===== src/rtl/config_pkg.sv =====
// Minimal core-configuration package: just enough of the configuration record
// for blocks that take a CVA6Cfg parameter to elaborate standalone.
// Ports: none (package only).
package config_pkg;

    typedef struct packed {
        logic [31:0] xlen;
    } cva6_cfg_t;

    localparam cva6_cfg_t cva6_cfg_empty = '0;

endpackage


===== src/rtl/issue_queue.sv =====
// Purpose: circular FIFO of decoded instructions between ID and issue, with a cap
//          on simultaneously queued control-flow instructions.
// Latency: 1 cycle enqueue-to-head, no bypass. Backpressure: ack drops when full,
//          flushing, in reset, or a control-flow entry would exceed MaxCtrlFlow.
// Ports:   clk_i/rst_i (sync active-high), flush_i, stall_i; ID side decoded_instr_i,
//          orig_instr_i, is_ctrl_flow_i, decoded_instr_valid_i/decoded_instr_ack_o;
//          issue side issue_instr_o, orig_instr_o, is_ctrl_flow_o,
//          issue_instr_valid_o/issue_ack_i; status count_o, ctrl_flow_pending_o.
module issue_queue #(
    parameter config_pkg::cva6_cfg_t CVA6Cfg     = config_pkg::cva6_cfg_empty,
    parameter type                   scoreboard_entry_t = logic,
    parameter int unsigned           Depth       = 4,
    parameter int unsigned           MaxCtrlFlow = 1
) (
    input  logic                       clk_i,
    input  logic                       rst_i,
    input  logic                       flush_i,
    input  logic                       stall_i,
    input  scoreboard_entry_t          decoded_instr_i,
    input  logic [31:0]                orig_instr_i,
    input  logic                       is_ctrl_flow_i,
    input  logic                       decoded_instr_valid_i,
    output logic                       decoded_instr_ack_o,
    output scoreboard_entry_t          issue_instr_o,
    output logic [31:0]                orig_instr_o,
    output logic                       is_ctrl_flow_o,
    output logic                       issue_instr_valid_o,
    input  logic                       issue_ack_i,
    output logic [$clog2(Depth):0]     count_o,
    output logic                       ctrl_flow_pending_o
);

    localparam int unsigned PtrW = $clog2(Depth);
    localparam int unsigned CntW = $clog2(Depth) + 1;
    localparam int unsigned CfW  = $clog2(MaxCtrlFlow + 1);

    localparam logic [CntW-1:0] DEPTH_C = CntW'(Depth);
    localparam logic [CfW-1:0]  MAXCF_C = CfW'(MaxCtrlFlow);

    // The configuration record carries nothing this block needs.
    logic unused_cfg;
    assign unused_cfg = ^CVA6Cfg;

    logic [PtrW-1:0]   wr_ptr_q, wr_ptr_d;
    logic [PtrW-1:0]   rd_ptr_q, rd_ptr_d;
    logic [CntW-1:0]   count_q, count_d;
    logic [CfW-1:0]    cf_cnt_q, cf_cnt_d;

    scoreboard_entry_t entry_mem_q [Depth];
    scoreboard_entry_t entry_mem_d [Depth];
    logic [31:0]       orig_mem_q  [Depth];
    logic [31:0]       orig_mem_d  [Depth];
    logic              cf_mem_q    [Depth];
    logic              cf_mem_d    [Depth];

    logic full;
    logic cf_full;
    logic enq;
    logic deq;
    logic cf_enq;
    logic cf_deq;

    assign full    = (count_q == DEPTH_C);
    assign cf_full = (cf_cnt_q == MAXCF_C);

    // Ack is independent of valid; a full queue refuses even if the head leaves
    // this cycle, which keeps the ack path free of the issue-side handshake.
    assign decoded_instr_ack_o = !full && !flush_i && !rst_i
                                 && !(is_ctrl_flow_i && cf_full);

    assign issue_instr_valid_o = (count_q != '0) && !stall_i && !flush_i;

    assign enq    = decoded_instr_valid_i && decoded_instr_ack_o;
    assign deq    = issue_instr_valid_o && issue_ack_i;
    assign cf_enq = enq && is_ctrl_flow_i;
    assign cf_deq = deq && cf_mem_q[rd_ptr_q];

    always_comb begin
        wr_ptr_d    = wr_ptr_q;
        rd_ptr_d    = rd_ptr_q;
        count_d     = count_q;
        cf_cnt_d    = cf_cnt_q;
        entry_mem_d = entry_mem_q;
        orig_mem_d  = orig_mem_q;
        cf_mem_d    = cf_mem_q;

        if (enq) begin
            entry_mem_d[wr_ptr_q] = decoded_instr_i;
            orig_mem_d[wr_ptr_q]  = orig_instr_i;
            cf_mem_d[wr_ptr_q]    = is_ctrl_flow_i;
            wr_ptr_d              = wr_ptr_q + 1'b1;
        end

        if (deq) begin
            rd_ptr_d = rd_ptr_q + 1'b1;
        end

        case ({enq, deq})
            2'b10:   count_d = count_q + 1'b1;
            2'b01:   count_d = count_q - 1'b1;
            default: count_d = count_q;
        endcase

        case ({cf_enq, cf_deq})
            2'b10:   cf_cnt_d = cf_cnt_q + 1'b1;
            2'b01:   cf_cnt_d = cf_cnt_q - 1'b1;
            default: cf_cnt_d = cf_cnt_q;
        endcase

        // Flush discards bookkeeping only; stale storage is unreachable once
        // count is zero. enq/deq are already blocked by flush_i.
        if (flush_i) begin
            wr_ptr_d = '0;
            rd_ptr_d = '0;
            count_d  = '0;
            cf_cnt_d = '0;
        end
    end

    always_ff @(posedge clk_i) begin
        if (rst_i) begin
            wr_ptr_q    <= '0;
            rd_ptr_q    <= '0;
            count_q     <= '0;
            cf_cnt_q    <= '0;
            entry_mem_q <= '{default: '0};
            orig_mem_q  <= '{default: '0};
            cf_mem_q    <= '{default: '0};
        end else begin
            wr_ptr_q    <= wr_ptr_d;
            rd_ptr_q    <= rd_ptr_d;
            count_q     <= count_d;
            cf_cnt_q    <= cf_cnt_d;
            entry_mem_q <= entry_mem_d;
            orig_mem_q  <= orig_mem_d;
            cf_mem_q    <= cf_mem_d;
        end
    end

    // Head storage is presented unconditionally; after reset it reads as zero.
    assign issue_instr_o       = entry_mem_q[rd_ptr_q];
    assign orig_instr_o        = orig_mem_q[rd_ptr_q];
    assign is_ctrl_flow_o      = cf_mem_q[rd_ptr_q];
    assign count_o             = count_q;
    assign ctrl_flow_pending_o = (cf_cnt_q != '0);

    always_ff @(posedge clk_i) begin
        if (!rst_i) begin
            assert (count_q <= DEPTH_C);
            assert (cf_cnt_q <= MAXCF_C);
        end
    end

endmodule


===== config.mk =====
export PLATFORM = sky130hd
export DESIGN_NAME = issue_queue
export DESIGN_NICKNAME = d
export VERILOG_FILES = /design/src/rtl/config_pkg.sv /design/src/rtl/issue_queue.sv
export SDC_FILE = /design/constraint.sdc
export NUM_CORES = 1
export LEC_CHECK = 0
export BUFFER_PORTS_ARGS = -buffer_cell sky130_fd_sc_hd__buf_4
export CORE_UTILIZATION = 50
export CTS_CLUSTER_SIZE = 8
export DETAILED_ROUTE_END_ITERATION = 12
export HOLD_SLACK_MARGIN = 0.15
export PLACE_DENSITY = 0.7
export SYNTH_ARGS = -nofsm -noshare
export SYNTH_HDL_FRONTEND = slang
export SYNTH_SLANG_ARGS = --single-unit
export TNS_END_PERCENT = 100

===== constraint.sdc =====
create_clock -name clk_i -period 2.6 [get_ports clk_i]
set_input_delay 0.26 -clock clk_i [delete_from_list [all_inputs] [get_ports clk_i]]
set_output_delay 0.26 -clock clk_i [all_outputs]
set_load 0.01 [all_outputs]

==> results of run 1 <==
==> per-layer routing <==
layer / vias to the layer above / global-route usage, %
li1: 2090 / -
met1: 2081 / 27.1
met2: 80 / 35.4
met3: 21 / 5.79
met4: 0 / 8.40
met5: - / 0
==> power by group <==
group	switching [W]	internal (W)
Clock	0.000884	0.00194
Sequential	0.0000108	0.00223
Combinational	0.000140	0.000151
Total	0.00103	0.00432
==> area by class of cell <==
| cell class | instances | area (µm²) | area share, % |
|---|---|---|---|
| clock inverter | 11 | 233 | 2.95 |
| tap | 168 | 210 | 2.67 |
| inverter | 5 | 18.8 | 0.238 |
| clock buffer | 21 | 460 | 5.84 |
| timing repair buffer | 123 | 1060 | 13.4 |
| sequential | 144 | 2890 | 36.6 |
| multi-input combinational | 353 | 3010 | 38.2 |
==> cell usage in the layout, fill, tap and decap left out, types with 5 or more instances in the layout <==
master           n
nor2_1         146
bufinv_16        7
inv_1            5
buf_4           85
mux2i_1        137
mux4_2          34
dfxtp_1        142
dlygate4sd3_1   34
ha_1             5
clkbuf_16       17
==> critical path, cell delays in order, from the launching register on <==
cell     delay, ns
dfxtp_1       0.39
or3b_2        0.48
nand3_1       0.19
ha_1          0.23
inv_1         0.06
fa_1          0.39
xor2_1        0.17
or3_1         0.31
a21oi_1       0.14
==> per-stage QoR <==
stage	setup slack, ns	util [%]
2_1_floorplan	0.337	-
3_3_place_gp	0.314	56.5
3_5_place_dp	0.184	56.5
4_1_cts	0.165	65.1
5_1_grt	0.0252	65.1
6_report	0.178	65.1
==> logic make-up after synthesis <==
group | Yosys count
buffers and inverters | 45
AND/OR/NAND/NOR | 164
multiplexers | 171
AO/OA/AOI/OAI | 6
flip-flops | 144
adder cells (fa/ha/maj) | 6
XOR/XNOR | 6
==> worst max-delay path by stage <==
stage               slack, ns         end  cells after the start
floorplan                0.34  count_o[2]                      8
global placement         0.31  count_o[2]                      8
detailed placement       0.18  count_o[2]                      8
CTS                      0.17  count_o[2]                      8
global route             0.03  count_o[2]                      8
finish                   0.18  count_o[2]                      8
==> cells in the mapped netlist, drive strengths merged <==
cell	number	area [µm²]
inv	5	18.8
or3	2	12.5
o21ai	1	5.00
nand4	2	12.5
a211oi	1	7.51
and3	1	6.26
a211o	1	8.76
or2	1	6.26
xnor2	2	17.5
a21oi	2	10.0
and2	1	6.26
dfxtp	144	2880
a41o	1	11.3
nor3b	1	12.5
xor2	4	35.0
nand3	1	5.00
clkbuf	17	63.8
ha	5	62.6
buf	23	318
nand2	4	15.0
nor3	4	40.0
mux4	34	766
mux2i	137	1370
or3b	1	8.76
fa	1	20.0
nor2	146	548
==> timing repair <==
item | in CTS | in global routing
hold buffers | 34 | 0
setup endpoints to repair | 0 | 0
hold endpoints to repair | 133 | 0
==> state kept, by name (all words and copies together), names as in the netlist <==
signal	flops
ctrl_flow_pending_o	1
count_o	3
rd_ptr_q	2
entry_mem_q	4
orig_mem_q	128
wr_ptr_q	2
cf_mem_q	4
==> metrics.txt, run 1 <==
router iterations before antenna repair=4; CP Launch Type=register; clock skew=0.00699 ns; RR Startpoint=count_o[2]; Final Cell Area=7880 µm²; Synth Area in Adders=1.32%; TritonCTS clock tree=built; Post-Synth XOR/XNOR Area=less than 1%; Synth warnings=0; Critical Path Source=count_o[2]; Root Driver=clkbuf_16; gr usage total=between 20% and 30%; final setup fails=0; Final Slew Violations=0; compound-cell area share of the yosys netlist=less than 1%; DP Area=6850 µm²; Hold WC Path Type=input pin to register; critical path class=register to register; Area Growth Syn to Fin=25.6%; Vias/cell=between 5 and 6; Initial Utilization=51.8%; clock-pin transition on the worst setup and hold timing paths=0.06 ns; Post-Synth Simple-Gate Area=10.7%; die area=~13,000 µm²; vias post-DR=4,272; DIE HEIGHT=114 µm; Post-Syn Area=6270 µm²; Detail Route met3 WL=456 µm; Period Utilization, post-route=93.1%; reg-to-reg critical path endpoint=count_o[2]; die width=114 µm; clock latency on the worst-skew pair=about 0.42 ns; Hold Vio Cnt, Final=0; fill count=956; Overall Power=0.00535 W; final WL=between 10 and 15 mm; Num CTS Buffers=17; setup TNS=0 ns; highest routed metal layer=met4; port buffer count=79; nets=690; FF-to-FF setup slack=0.18 ns; First DRT Iteration DRCs=219; # resized after CTS=0; Pleak=2.85 nW; H-tree depth=4; Synth Area per Inst=around 12 µm²; Seq/Total Area, Yosys=46.0%; Post-Layout Cell Count=825; Syn Nets=588; clk buf depth=2; placed insts=759; row cnt=40; worst relative slew slack=approximately 43%; hold depth=4; post-synthesis mux area share=between 30 and 40%; #FFs+latches synth=144; Post-CTS Setup Bufs=0; hold endpoint=rd_ptr_q[1]; Final min period=2.42 ns; vias in the first global route=~4,300; CTS Sinks=roughly 140; Worst EP required=around 3 ns; WHS=0.220 ns; hold path start=issue_ack_i; first-pass GRT wire length=21.3 mm; pin count of the biggest net entering global routing=85; Overflow after GRT=0; metal2 WL=about 6.4 mm; Pwr per Cell Area=a little under 700 nW/µm²; VDD IR-drop max=0.493 mV; share of layout cells above drive strength 1=24.8%; Mapped Cells=542; I/O pins=80; Slew @ Worst Pin=0.851 ns; Std-Cell Core Area=12,100 µm²; CP Capture Type=register; run status=finished, final reports clean; DRT antenna net count=0; max_cap viols=0; antenna violations before repair=0; unrepaired setup endpoints after global routing=no; ant diodes=0; DR WL/cell=~16 µm; Residual DRC=0; combinational family with the most area after synthesis=multiplexers; M1 WL=5.95 mm; Max Freq=413 MHz; gpl congestion=0.727; arrival time worst endpoint=2.77 ns; critical-path maximum fanout=6; post-DP HPWL=7.66 mm; cells on worst reg2reg path=8; count of cell types in the netlist=29
(Power assumes the default switching activity.)
==> inputs of run 2 (changes only) <==
--- a/config.mk
+++ b/config.mk
@@ -5,6 +5,7 @@
 export SDC_FILE = /design/constraint.sdc
 export NUM_CORES = 1
 export LEC_CHECK = 0
+export ABC_AREA = 1
 export BUFFER_PORTS_ARGS = -buffer_cell sky130_fd_sc_hd__buf_4
 export CORE_UTILIZATION = 50
 export CTS_CLUSTER_SIZE = 8
==> run 2 against run 1 <==
Net effect: sequential power hardly changed; clock-buffer cell count increased by 1; design area increased by 10%; cell count grew 70%; global-route usage increased by 1.7 points; synthesized area rose by 11%; hold slack better by 0.0031 ns; power increased by 1.9%; largest power group unchanged; highest routed layer unchanged.
==> metrics.txt, run 2 <==
Max Freq=467 MHz (+13%); DR WL/cell=11.4 µm (-28%); Post-synth top cells=320 x nand2_1, 276 x nor2_1, 155 x inv_1; critical path class=input pin to register; share of layout cells above drive strength 1=11.3% (-14 points); Yosys top cell by area=dfxtp_1; crit path max-delay cell type=dlygate4sd3_1; arrival time worst endpoint=2.45 ns (-0.32 ns); CTS Sinks=144 (unchanged); final setup fails=0 (unchanged); critical-path maximum fanout=3 (-3); fill count=1,276 (+33%); I/O pins=80 (unchanged); Synth warnings=0 (unchanged); CTS Hold Buffers Added=36 (+5.9%); commonest cells after routing, fill and taps aside=320 x nand2_1, 276 x nor2_1, 153 x inv_1; Post-CTS Setup Bufs=0 (unchanged); Overflow after GRT=0 (unchanged); die width=120 µm (+5.0%); gr usage total=23.3% (+1.7 points); final setup margin=0.460 ns (+0.281 ns); biggest regs=orig_mem_q x128, cf_mem_q x4, entry_mem_q x4; Vias/cell=4.61 (-11%); CP peak stage delay=0.56 ns (+0.08 ns); clock-pin transition on the worst setup and hold timing paths=0.06 ns (about the same); max FFs per register=128 (unchanged); post-layout util=64.7% (-0.38 points); unrepaired setup endpoints after global routing=no; CP Capture Type=register; Slew @ Worst Pin=0.570 ns (-0.281 ns); Pleak=4.59 nW (+61%); Syn Nets=1,172 (+99%); Initial Utilization=51.7% (about the same); Synth Area per Inst=6.16 µm² (-47%); Pwr per Cell Area=630 nW/µm² (-7.4%); clock skew=0.00500 ns (-0.00199 ns); post-DP HPWL=8.93 mm (+17%); nets=1,258 (+82%); Final min period=2.14 ns (-0.281 ns); Post-Syn Area=6930 µm² (+11%); vias post-DR=6,456 (+51%); count leader, synth=nand2_1; vias in the first global route=5,809 (+37%); Synth Area in Adders=1.19% (-0.13 points); Std-Cell Core Area=13,400 µm² (+11%); largest register by flop count=orig_mem_q; synth top area cells=dfxtp_1 42%, nand2_1 17%, nor2_1 15%; first-pass GRT wire length=26.7 mm (+26%); Final Slew Violations=0 (unchanged); DP Worst Slack=0.582 ns (+0.398 ns); count of cell types in the netlist=20 (-31%); #FFs+latches synth=144 (unchanged); CP Launch Type=input pin; router iterations before antenna repair=5 (+1); DRT antenna net count=0 (unchanged); Period Utilization, post-route=82.3% (-11 points); setup TNS=0 ns (unchanged); post-synth top area share=41.6% (-4.4 points); clock latency on the worst-skew pair=0.43 ns (about the same); VDD IR-drop max=0.490 mV (-0.46%); DIE HEIGHT=120 µm (+5.0%); run status=finished, final reports clean; Post-Synth XOR/XNOR Area=0% (-0.84 points); H-tree depth=4 (unchanged); commonest non-fill, non-tap cell in the layout=nand2_1; Post-synth top flop=dfxtp_1; placed insts=1,333 (+76%); # resized after CTS=0 (unchanged); combinational family with the most area after synthesis=simple AND/OR/NAND/NOR gates; ys async rst share=0% (unchanged); Post-synth EDFFs=0 (unchanged); clk buf depth=2 (unchanged); ant diodes=0 (unchanged); crit-path cells=dlygate4sd3_1, buf_4, nor2_1, nand2_1, nor2_1, ha_1, inv_1, fa_1, a21oi_1, o21ai_0, o21ai_0, a21oi_1; port buffer count=79 (unchanged); post-synthesis mux area share=0% (-34 points); Root Driver=clkbuf_16; worst relative slew slack=62.0% (+19 points); max_cap viols=0 (unchanged); Hold Vio Cnt, Final=0 (unchanged); Post-Synth Simple-Gate Area=33.6% (+23 points); TritonCTS clock tree=built; gpl congestion=0.787 (+8.2%); row cnt=42 (+5.0%); final WL=16.0 mm (+23%); Post-Layout Cell Count=1,401 (+70%); compound-cell area share of the yosys netlist=10.7% (+10 points); First DRT Iteration DRCs=510 (+130%); Residual DRC=0 (unchanged); antenna violations before repair=0 (unchanged); Worst EP required=2.91 ns (-0.04 ns); Mapped Cells=1,126 (+110%); Seq/Total Area, Yosys=41.6% (-4.4 points); die area=14,300 µm² (+10%); Area Growth Syn to Fin=25.0%; Hold WC Path Type=input pin to register; Num CTS Buffers=17 (unchanged); pin count of the biggest net entering global routing=69 (-19%)
-- run 2: cell count changes after synthesis, moves of 8 or more --
| cell | delta |
|---|---|
| inv_1 | +150 |
| mux4_2 | -34 |
| nand2_1 | +316 |
| clkbuf_1 | +25 |
| mux2i_1 | -137 |
| a21oi_1 | +104 |
| nor2_1 | +130 |
| buf_12 | -12 |
| o21ai_0 | +37 |
| buf_2 | +8 |
-- run 2: final timing paths --
kind                                     start              to  slack (ns)  cells past startpoint
worst max-delay path                   flush_i      count_o[2]        0.46                     12
worst min-delay path               issue_ack_i     rd_ptr_q[0]        0.22                      5
worst max register to register      count_o[1]      count_o[2]        0.61                     11
worst min register to register  orig_mem_q[65]  orig_mem_q[65]        0.51                      4
-- run 2: cell type report --
cell class / instances / area, µm² / share of cell area, %
multi-input cells: 761 / 3150 / 36.4
flip-flops and latches: 144 / 2880 / 33.3
repair buffers: 131 / 1120 / 13.0
inverters: 157 / 592 / 6.83
clock buffers: 22 / 494 / 5.70
well taps: 176 / 220 / 2.54
clock inverters: 10 / 203 / 2.34
-- run 2: routing by layer --
| layer | share of wire [%] | vias to the layer above | track usage [%] |
|---|---|---|---|
| li1 | - | 3517 | - |
| met1 | 48 | 2824 | 29.0 |
| met2 | 48 | 107 | 39.7 |
| met4 | 0.64 | 0 | 7.73 |
| met5 | 0 | - | 0 |
| met3 | 3.6 | 8 | 4.90 |
-- run 2: kinds of logic (layout without fill, tap and decap cells) --
family,Yosys count,in the layout
AND/OR/NAND/NOR,607,607
AO/OA/AOI/OAI,148,148
adder cells (fa/ha/maj),6,6
buffers and inverters,221,320
flip-flops,144,144
-- run 2: worst max-delay path, delay by kind of cell --
kind            cells  cell delay (ns)
fa+ha+maj           2             0.57
buf+inv             3             0.78
compound gates      4             0.46
simple gates        3             0.37
-- run 2: report_power, final --
| group | internal (W) | switching (W) | leakage, nW |
|---|---|---|---|
| logic | 0.000164 | 0.000190 | 3.08 |
| clock network | 0.00192 | 0.000924 | 0.342 |
| registers | 0.00224 | 0.0000148 | 1.16 |
| total | 0.00433 | 0.00113 | 4.59 |
-- run 2: through the flow --
stage | cell area (µm²) | hold WS [ns] | total power [W]
finish | 8670 | 0.223 | 0.00546
floorplan | 6930 | 0.395 | 0.00246
CTS | 8670 | 0.207 | 0.00550
detailed placement | 7610 | 0.499 | 0.00261
global placement | 7610 | 0.489 | 0.00261
global route | 8670 | 0.255 | 0.00564
==> inputs of run 3 (changes only) <==
--- a/config.mk
+++ b/config.mk
@@ -5,13 +5,13 @@
 export SDC_FILE = /design/constraint.sdc
 export NUM_CORES = 1
 export LEC_CHECK = 0
-export ABC_AREA = 1
+export ABC_AREA = 0
 export BUFFER_PORTS_ARGS = -buffer_cell sky130_fd_sc_hd__buf_4
 export CORE_UTILIZATION = 50
 export CTS_CLUSTER_SIZE = 8
 export DETAILED_ROUTE_END_ITERATION = 12
 export HOLD_SLACK_MARGIN = 0.15
-export PLACE_DENSITY = 0.7
+export PLACE_DENSITY = 0.73
 export SYNTH_ARGS = -nofsm -noshare
 export SYNTH_HDL_FRONTEND = slang
 export SYNTH_SLANG_ARGS = --single-unit
==> constraint.sdc (replaced) <==
create_clock -name clk_i -period 1.9 [get_ports clk_i]
set_input_delay 0.19 -clock clk_i [delete_from_list [all_inputs] [get_ports clk_i]]
set_output_delay 0.19 -clock clk_i [all_outputs]
set_load 0.01 [all_outputs]
==> run 3 against run 2 <==
Net effect: the flow now finishes with violations (negative setup slack); first-iteration DRC count is 60% lower; core utilization grew 4.1 points; cell count fell by 39%; largest power group unchanged.
==> metrics.txt, run 3 (synthesized netlist as in run 1, its figures left out) <==
run status=finished with violations; failing checks=negative setup slack; I/O pins=80 (unchanged); row cnt=40 (-4.8%); vias post-DR=4,488 (-30%); CTS Sinks=144 (unchanged); clk buf depth=2 (unchanged); post-DP HPWL=8.59 mm (-3.8%); DIE HEIGHT=114 µm (-4.8%); VDD IR-drop max=0.622 mV (+27%); vias in the first global route=4,597 (-21%); CP Launch Type=register; Final Slew Violations=0 (unchanged); gr busiest metal=met2; Residual DRC=0 (unchanged); worst relative slew slack=44.6% (-17 points); commonest cells after routing, fill and taps aside=145 x nor2_1, 139 x dfxtp_1, 137 x mux2i_1; DRT antenna net count=0 (unchanged); Period Utilization, post-route=104%; final setup fails=14 (+14); nets=717 (-43%); final WL=14.4 mm (-10%); met2 Track Usage GR=38.5% (-1.2 points); Slew @ Worst Pin=0.832 ns (+0.262 ns); die area=13,000 µm² (-9.4%); final setup margin=-0.0781 ns (-0.538 ns); Overflow after GRT=0 (unchanged); DP Worst Slack=-0.0647 ns (-0.647 ns); gpl congestion=0.802 (+1.9%); max FFs per register=128 (unchanged); critical path class=register to register; net switching power=0.00145 W (+28%); Final min period=1.98 ns; H-tree depth=4 (unchanged); gr usage total=22.7% (-0.59 points); Hold Vio Cnt, Final=0 (unchanged); Area Growth Syn to Fin=32.9%; Num CTS Buffers=17 (unchanged); die width=114 µm (-4.8%); Clock Power Share=51.0% (-1.2 points); unrepaired setup endpoints after global routing=yes; combinational fraction of design power=6.2% (-0.3 points); max_cap viols=0 (unchanged); DR WL/cell=16.9 µm (+48%); FF-to-FF setup slack=-0.08 ns (-0.69 ns); port buffer count=79 (unchanged); arrival time worst endpoint=2.33 ns (-0.12 ns); Worst setup endpoint=count_o[2]; clock-pin transition on the worst setup and hold timing paths=0.05 ns (about the same); Initial Utilization=51.8% (about the same); fill count=913 (-28%); pin count of the biggest net entering global routing=84 (+22%); CP Capture Type=register; router iterations before antenna repair=4 (-1); largest register by flop count=orig_mem_q; Std-Cell Core Area=12,100 µm² (-9.6%); met3 usage=6.06% (+1.2 points); Pleak=3.04 nW (-34%); cells on worst reg2reg path=8 (-3); Critical Path Source=count_o[1]; Global Route met1 Usage=27.3% (-1.7 points); Flop pwr share=42.8% (+1.5 points); Max Freq=506 MHz; Worst EP required=2.25 ns (-0.66 ns); First DRT Iteration DRCs=206 (-60%); TritonCTS clock tree=built; Pwr per Cell Area=858 nW/µm² (+36%); biggest regs=orig_mem_q x128, cf_mem_q x4, entry_mem_q x4; Root Driver=clkbuf_16; reg-to-reg critical path endpoint=count_o[2]; RR Startpoint=count_o[1]; clock latency on the worst-skew pair=0.43 ns (about the same); ant diodes=0 (unchanged); Final Cell Area=8330 µm² (-3.8%); clock skew=0.0152 ns (+0.0103 ns); post-layout util=68.8% (+4.1 points); critical-path maximum fanout=3 (unchanged); Hold WC Path Type=input pin to register; P_int=0.00570 W (+32%); Vias/cell=5.27 (+14%); share of layout cells above drive strength 1=29.0% (+18 points); commonest non-fill, non-tap cell in the layout=nor2_1; switching part of the total power=20.2% (-0.45 points); antenna violations before repair=0 (unchanged); DP Area=7040 µm² (-7.4%); first-pass GRT wire length=22.5 mm (-16%)
## run 3: critical path: stages, from the launching register on
cell	delay, ns
dfxtp_2	0.32
or3b_4	0.42
nand3_4	0.08
ha_4	0.13
inv_2	0.04
fa_2	0.33
xor2_1	0.15
or3_1	0.30
a21oi_1	0.12
## run 3: through the flow
stage	TNS (ns)	power (W)	hold WS [ns]	std cells
after detailed placement	-0.0647	0.00348	0.463	774
final	-0.620	0.00715	0.240	851
after global routing	-1.48	0.00739	0.286	851
after CTS	-0.763	0.00720	0.198	844
after global placement	-0.0123	0.00347	0.453	774
after floorplan	-0.0574	0.00331	0.337	542
## run 3: per-layer routing
metal  part of all wire (%)  up-vias  wire length (µm)
met2                     51       94              7340
met4                    1.2        0               177
met5                      0        -                 0
met1                     44     2233              6380
li1                       -     2146                 -
met3                    3.2       15               456
## run 3: worst min-delay path by stage
stage / cells past startpoint / slack (ns) / from / end
after global routing: 4 / 0.29 / is_ctrl_flow_i / ctrl_flow_pending_o
final: 4 / 0.24 / is_ctrl_flow_i / ctrl_flow_pending_o
after floorplan: 2 / 0.34 / is_ctrl_flow_i / cf_mem_q[1]
after detailed placement: 3 / 0.46 / orig_instr_i[9] / orig_mem_q[41]
after global placement: 3 / 0.45 / orig_instr_i[31] / orig_mem_q[127]
after CTS: 4 / 0.20 / is_ctrl_flow_i / ctrl_flow_pending_o
## run 3: power by group through the flow
stage               sequential, W  clock [W]  combinational (W)
floorplan                 0.00313          0           0.000182
CTS                       0.00306    0.00371           0.000430
detailed placement        0.00313          0           0.000355
global route              0.00306    0.00386           0.000470
global placement          0.00313          0           0.000344
finish                    0.00306    0.00365           0.000441
## run 3: cell type report
type                       count  area, µm²  share of cell area (%)
clock inverter                10        183                    2.19
multi-input combinational    353       3050                    36.6
timing repair buffer         150       1510                    18.1
inverter                       5       18.8                   0.225
clock buffer                  21        470                    5.64
tap                          168        210                    2.52
sequential                   144       2890                    34.7
## run 3: repair_timing
| item | CTS | global route |
|---|---|---|
| gates cloned | 0 | 3 |
| hold endpoints to repair | 141 | 0 |
| pin swaps | 1 | 1 |
| hold buffers | 36 | 0 |
| setup buffers | 3 | 4 |
| gates resized for setup | 24 | 21 |
| setup endpoints to repair | 32 | 49 |
